<file path="config.mk">
export PLATFORM = sky130hd
export DESIGN_NAME = ifu_prefetch
export DESIGN_NICKNAME = d
export VERILOG_FILES = /design/src/rtl/ifu_prefetch.sv
export SDC_FILE = /design/constraint.sdc
export NUM_CORES = 1
export LEC_CHECK = 0
export ABC_AREA = 1
export ABC_CLOCK_PERIOD_IN_PS = 14400
export BUFFER_PORTS_ARGS = -buffer_cell sky130_fd_sc_hd__buf_2
export CAP_MARGIN = 15
export CORE_ASPECT_RATIO = 0.6
export CORE_MARGIN = 2
export CORE_UTILIZATION = 53
export DETAILED_ROUTE_END_ITERATION = 6
export GPL_ROUTABILITY_DRIVEN = 0
export GPL_TIMING_DRIVEN = 0
export PLACE_DENSITY = 0.81
export SETUP_SLACK_MARGIN = 0.3
export SLEW_MARGIN = 20
export SYNTH_ARGS = -nofsm -noshare
export SYNTH_HDL_FRONTEND = slang
export SYNTH_SLANG_ARGS = --single-unit
export TNS_END_PERCENT = 10
</file>
<file path="constraint.sdc">
create_clock -name clock -period 14.4 [get_ports clock]
set_clock_uncertainty 0.15 [all_clocks]
set_input_delay 2.16 -clock clock [delete_from_list [all_inputs] [get_ports clock]]
set_output_delay 2.16 -clock clock [all_outputs]
set_load 0.02 [all_outputs]
</file>
<file path="src/rtl/ifu_prefetch.sv">
// Instruction prefetch queue: runs ahead of the core, one outstanding bus request, redirect flushes.
// Optional performance counters are built when IFU_PREFETCH_PERF_EN is defined.
module ifu_prefetch #(
    parameter int                XLEN     = 32,
    parameter int                DEPTH    = 4,
    parameter logic [XLEN-1:0]   RESET_PC = 'h8000_0000
) (
    input  logic                     clock,
    input  logic                     reset,
    output logic                     io_ifu_reqValid,
    output logic [XLEN-1:0]          io_ifu_addr,
    input  logic                     io_ifu_respValid,
    input  logic [XLEN-1:0]          io_ifu_rdata,
    output logic                     inst_valid,
    output logic [XLEN-1:0]          inst,
    output logic [XLEN-1:0]          inst_pc,
    input  logic                     inst_ready,
    input  logic                     redirect,
    input  logic [XLEN-1:0]          redirect_pc,
    output logic [$clog2(DEPTH):0]   count,
    output logic [31:0]              perf_fetch_cnt,
    output logic [31:0]              perf_flush_cnt
);
    localparam int PW = $clog2(DEPTH);
    localparam int CW = PW + 1;

    typedef enum logic [1:0] {IDLE, REQ, DRAIN} state_t;

    state_t            state;
    logic [XLEN-1:0]   fetch_pc;
    logic [XLEN-1:0]   addr_q;
    logic [XLEN-1:0]   inst_mem [DEPTH];
    logic [XLEN-1:0]   pc_mem   [DEPTH];
    logic [PW-1:0]     wr_ptr;
    logic [PW-1:0]     rd_ptr;
    logic [CW-1:0]     cnt;
    logic [CW-1:0]     count_next;
    logic [XLEN-1:0]   redirect_al;
    logic              push;
    logic              pop;

    assign redirect_al = redirect_pc & ~XLEN'(3);
    assign inst_valid  = (cnt != '0);
    // Redirect wins over both a landing response and a core pop.
    assign push        = (state == REQ) && io_ifu_respValid && !redirect;
    assign pop         = inst_valid && inst_ready && !redirect;

    always_comb begin
        count_next = cnt;
        if (push && !pop)
            count_next = cnt + CW'(1);
        else if (pop && !push)
            count_next = cnt - CW'(1);
    end

    always_ff @(posedge clock or posedge reset) begin
        if (reset) begin
            wr_ptr <= '0;
            rd_ptr <= '0;
            cnt    <= '0;
            for (int i = 0; i < DEPTH; i++) begin
                inst_mem[i] <= '0;
                pc_mem[i]   <= '0;
            end
        end else if (redirect) begin
            wr_ptr <= '0;
            rd_ptr <= '0;
            cnt    <= '0;
        end else begin
            if (push) begin
                inst_mem[wr_ptr] <= io_ifu_rdata;
                pc_mem[wr_ptr]   <= fetch_pc;
                wr_ptr           <= wr_ptr + PW'(1);
            end
            if (pop)
                rd_ptr <= rd_ptr + PW'(1);
            cnt <= count_next;
        end
    end

    // The bus address is latched on entry to REQ so DRAIN keeps the old PC while fetch_pc moves on.
    always_ff @(posedge clock or posedge reset) begin
        if (reset) begin
            state    <= IDLE;
            fetch_pc <= RESET_PC;
            addr_q   <= RESET_PC;
        end else begin
            case (state)
                IDLE: begin
                    if (redirect) begin
                        fetch_pc <= redirect_al;
                        addr_q   <= redirect_al;
                        state    <= REQ;
                    end else if (cnt < CW'(DEPTH)) begin
                        addr_q <= fetch_pc;
                        state  <= REQ;
                    end
                end
                REQ: begin
                    if (redirect) begin
                        fetch_pc <= redirect_al;
                        state    <= io_ifu_respValid ? IDLE : DRAIN;
                    end else if (io_ifu_respValid) begin
                        fetch_pc <= fetch_pc + XLEN'(4);
                        addr_q   <= fetch_pc + XLEN'(4);
                        state    <= (count_next < CW'(DEPTH)) ? REQ : IDLE;
                    end
                end
                DRAIN: begin
                    if (redirect)
                        fetch_pc <= redirect_al;
                    if (io_ifu_respValid)
                        state <= IDLE;
                end
                default: state <= IDLE;
            endcase
        end
    end

    assign io_ifu_reqValid = (state != IDLE);
    assign io_ifu_addr     = addr_q;
    assign inst            = inst_mem[rd_ptr];
    assign inst_pc         = pc_mem[rd_ptr];
    assign count           = cnt;

`ifdef IFU_PREFETCH_PERF_EN
    logic [31:0] fetch_q;
    logic [31:0] flush_q;

    always_ff @(posedge clock or posedge reset) begin
        if (reset) begin
            fetch_q <= '0;
            flush_q <= '0;
        end else begin
            if (push)
                fetch_q <= fetch_q + 32'd1;
            if (redirect)
                flush_q <= flush_q + 32'd1;
        end
    end

    assign perf_fetch_cnt = fetch_q;
    assign perf_flush_cnt = flush_q;
`else
    assign perf_fetch_cnt = '0;
    assign perf_flush_cnt = '0;
`endif

endmodule

</file>
# Word level (Yosys, flattened, before mapping)
# Index checks and enable logic that the tools add are counted.
dict set report word_totals {
  inputBits 69
  out_inout_bits 165
  ff_bits 329
}
dict set report op_classes {
  order_cmp 5
  reduce_logical 22
  addsub 5
  bitwise 3
  n_mux 33
  eq_ne 8
}
# cell count
set ops {}
lappend ops {{2-to-1 mux 32 bit} 11}
lappend ops {{bitwise mux 128 bit} 2}
lappend ops {{binary-select mux 32 bit (select 2 bit)} 2}
lappend ops {{case mux 32 bit (2 select lines)} 2}
lappend ops {{demux 32 bit (select 2 bit)} 1}
lappend ops {{adder 32 x 3 -> 32 bit (second input constant)} 1}
lappend ops {{2-to-1 mux 2 bit} 10}
lappend ops {{nonzero test 2 bit} 5}
lappend ops {{2-to-1 mux 3 bit} 3}
lappend ops {{logical AND 1 bit} 7}
lappend ops {{greater-or-equal comparator 3 bit (second input constant)} 2}
lappend ops {{< comparator 3 bit (second input constant)} 2}
lappend ops {{inequality test 2 bit (second input constant)} 3}
lappend ops {{inequality test 3 bit (second input constant)} 2}
lappend ops {{inverter 2 -> 3 bit} 2}
lappend ops {{case mux 2 bit (3 select lines)} 1}
lappend ops {{AND reduction 3 bit} 2}
lappend ops {{adder 2 x 1 -> 2 bit (second input constant)} 2}
lappend ops {{AND reduction 4 bit} 1}
lappend ops {{adder 3 x 1 -> 3 bit (second input constant)} 1}
lappend ops {{logical NOT 1 bit} 3}
lappend ops {{< comparator 3 x 1 -> 1 bit (second input constant)} 1}
lappend ops {{nonzero test 3 bit} 1}
lappend ops {{subtractor 3 x 1 -> 3 bit (second input constant)} 1}
lappend ops {{8 further kinds} 8}

# Logic depth before layout (Yosys ltp)
dict set report depth {
  depth_word 12
  ltp_mapped 11
  mapped_depth_nobuf 11
}

# Least setup slack after synthesis
# No wires, ideal clock.
dict set report synth_timing {
  kind {reg2out}
  startpoint {register rd_ptr[0]}
  endpoint {output inst[0]}
  t_arrival_ns 1.376
  n_path_buf 3
  path_slack_ns 10.714
  path_stages_with_launch 7
  required_ns 12.090
  path_cell_list {dfrtp_1 buf_2 clkinv_1 buf_2 buf_2 nor2_1 o22ai_1}
}
dict set report synth_between {
  elab_chain_len 4
}
# item line_no
set synth_lines {}
lappend synth_lines {{from (decl)} 35} ;# logic [PW-1:0] rd_ptr;
lappend synth_lines {{from (signal assigned)} 76} ;# rd_ptr <= rd_ptr + PW'(1);
lappend synth_lines {{inverter 2 -> 3 bit (implied by the code)} 122} ;# assign inst = inst_mem[rd_ptr];
lappend synth_lines {{binary-select mux 32 bit (select 2 bit)} 122}
lappend synth_lines {{2-to-1 mux 32 bit (implied by the code) (2 in series)} 122}
lappend synth_lines {{to (decl)} 15} ;# output logic [XLEN-1:0] inst,
# Every way passes these cells. The select of a mux whose other input is x is not followed.

# Worst setup path in the final report
dict set report layout_timing {
  startpoint {register rd_ptr[1]}
  endpoint {output inst_pc[2]}
}
dict set report layout_between {
  elab_chain_len 4
}
# item line_no
set layout_lines {}
lappend layout_lines {{inverter 2 -> 3 bit (implied by the code)} 123} ;# assign inst_pc = pc_mem[rd_ptr];
lappend layout_lines {{binary-select mux 32 bit (select 2 bit)} 123}
lappend layout_lines {{2-to-1 mux 32 bit (implied by the code) (2 in series)} 123}
lappend layout_lines {{to (decl)} 16} ;# output logic [XLEN-1:0] inst_pc,
# Every way passes these cells. The select of a mux whose other input is x is not followed.

==> impl_metrics.toml <==
[outcome]
run_status = "finished clean"

[sta]
rsz0062_at_grt = "no"
fin_crit_ns = 4.92
setup_viol = 0
drv_slew = 0
tightest_slew_ns = 0.699
fin_crit_sh = 0.341
clock.fmax_ghz = 0.203
relSlewSlack = 0.534
hold_viol_final = 0
setup_tns_ns = 0
holdWs_ns = 0.320

[setup_path]
r2r_cells = 10
rrSetupSlack_ns = 12.13
worst-path-stages = 5
r2r-start = "fetch_pc[3]"
crit_fanout = 10
slowest_stage = "clkbuf_1"
crit_start = "rd_ptr[1]"
critical_path.endpoint = "inst_pc[2]"
end_kind = "primary output"
max_stage_delay_ns = 0.47
path_class = "reg2out"
cpLargestDelayFamily = "buffers and inverters"
worst-path-buf-inv = 3
r2r-end = "io_ifu_addr[26]"
required_ns = 12.09
cp_common_cell = "clkbuf_1"
cp-start-kind = "flip-flop"
arrival_ns = 2.61
cp_cell_sequence = "clkbuf_1 > clkbuf_1 > o21ai_0 > o22ai_1 > buf_2"

[drt]
via_per_inst = 5.75
drt-pass1-iter-count = 7
routedWlPerCell_um = 18.5
initialDrtViolationCount = 2111
wirelength_um = 48700
drc = 0
ant_nets = 0
vias = 15100

[yosys]
synth_top_area_share = 0.506
synth_common_cells = "nand2_1 (459), o21ai_0 (327), dfrtp_1 (316)"
yosysUniqueCellTypes = 34
synthFlopType = "dfrtp_1"
synth_edf_count = 0
ys_seq_area_frac = 0.509
syn-cell-area_um2 = 15600
ys_warn_count = 0
synthSimpleGateAreaFrac = 0.180
synthXorXnorAreaFrac = 0.00616
yosys-top-cells-area = "dfrtp_1 (51%), nand2_1 (11%), o21ai_0 (10%)"
yosysMostFrequentCell = "nand2_1"
synthAdderAreaFrac = 0.00640
synth-seq-cells = 318
yosysTopAreaCell = "dfrtp_1"
synth_mux_area_frac = 0
synth_top_family_by_area = "compound AO/OA/AOI/OAI gates"
syn_inst = 1943
async_flop_share = 1.00
syn_area_per_cell_um2 = 8.05
synth_compound_area_frac = 0.194

[floorplan]
ios = 234
coreArea_um2 = 28900
die_width_um = 226
die_area_um2 = 30900
row_count = 48
start_util = 0.541
die_h_um = 137

[final_layout]
antenna_cells = 0
synthToLayoutAreaGrowth_pct = 17.3
multi_input_area_um2 = 6300
drive_gt1_frac = 0.161
regArea_um2 = 7960
final_core_util = 0.635
final_area_um2 = 18300
fillers = 2418
layout.nets = 2284

[clock_network]
cts_setup_buffers = 0
clk_pin_slew_worst_paths_ns = 0.07
cts_tree = "built"
clockBufferDepth = 3
clk_latency_ns = 0.58
htreeDepth = 1
cts_made_buffers = 30
cts_sinks = 318
cts_resized = 0
hold_buffers = 0
root_buffer = "clkbuf_16"

[flow_run]
drv_cap = 0

[hold_path]
min_path_type = "reg2reg"

[global_routing]
track_usage = 0.311
grt_max_degree = 110
grt_overflow = 0
grt_first_pass_wirelength_um = 75100
grt_pass1_vias = 14000
antenna_found_initial = 1

[power_and_ir_drop]
power.density_nw_per_um2 = 221
irDropWorstVdd_mv = 0.125
leakage_nw = 9.27

[place]
port_buffers = 164
dp_hpwl_um = 34700
dpl_cell_area_um2 = 17300
## how the worst min path moves through the flow
stage	startpoint	to	slack (ns)	cells after the start
floorplan	inst_mem[32]	inst_mem[32]	0.30	2
global placement	pc_mem[40]	pc_mem[40]	0.31	2
detailed placement	io_ifu_addr[31]	io_ifu_addr[31]	0.31	2
CTS	io_ifu_addr[31]	io_ifu_addr[31]	0.32	2
global route	io_ifu_addr[31]	io_ifu_addr[31]	0.33	2
finish	io_ifu_addr[31]	io_ifu_addr[31]	0.32	2
## per-stage QoR
step | worst slack, ns | instances | power, W
floorplan | 3.29 | 2008 | 0.00256
global placement | 0.0573 | 2572 | 0.00309
detailed placement | 10.17 | 2575 | 0.00315
CTS | 9.55 | 2631 | 0.00401
global route | 9.38 | 2631 | 0.00429
finish | 9.48 | 2631 | 0.00405
## cell usage in the layout (no fill, tap or decap), types with 3 or more instances in the layout
master / instances
o22ai_1: 62
o211ai_1: 4
o21ai_0: 327
ha_1: 8
nand3_1: 58
inv_1: 119
nand2_1: 459
nor2_2: 4
buf_6: 18
o21ai_1: 135
inv_2: 7
nand4_1: 6
nand2_4: 4
xor2_1: 10
buf_2: 198
clkbuf_1: 78
buf_4: 67
nor2_1: 159
bufinv_16: 5
nor3_1: 3
a21oi_1: 57
clkbuf_8: 4
clkinv_2: 4
clkbuf_16: 31
conb_1: 66
nand2_2: 3
dfrtp_1: 316
buf_16: 3
## cells by family (layout without fill, tap and decap cells)
kind of cell	after synthesis	in the layout
compound gates	588	588
xor+xnor	11	11
simple gates	701	701
flops	318	318
other cells	1	66
buf+inv	316	539
fa+ha+maj	8	8
## cell type report
| cell class | instances | area share |
|---|---|---|
| Timing Repair Buffer | 167 | 0.0492 |
| Sequential cell | 318 | 0.434 |
| Inverter | 128 | 0.0266 |
| Multi-Input combinational cell | 1374 | 0.344 |
| Buffer | 188 | 0.0619 |
| Tap cell | 400 | 0.0273 |
| Clock inverter | 11 | 0.0101 |
| Clock buffer | 45 | 0.0473 |
## layer usage
layer,global-route usage,part of all wire,vias up
met2,0.444,0.42,931
met4,0.0872,0.027,0
met1,0.461,0.42,7277
met3,0.0891,0.13,108
met5,0,0,-
li1,-,-,6803
## flip-flops by register name (all words and copies together) (netlist names)
| signal | count |
|---|---|
| inst_mem | 128 |
| pc_mem | 120 |
| io_ifu_addr | 31 |
| fetch_pc | 30 |
| count | 3 |
| rd_ptr | 2 |
| state | 2 |
| wr_ptr | 2 |
## report_power, final
| part | internal (W) | switching (W) | total, W |
|---|---|---|---|
| Sequential | 0.00126 | 0.000235 | 0.00149 |
| Combinational | 0.000533 | 0.00116 | 0.00170 |
| Clock | 0.000506 | 0.000355 | 0.000861 |
| Total | 0.00230 | 0.00175 | 0.00405 |
## worst min-delay path, delay by kind of cell, from the launching register on
family / cells / cell delay [ns]
flops: 1 / 0.37
simple gates: 2 / 0.10
(Power assumes the default switching activity.)
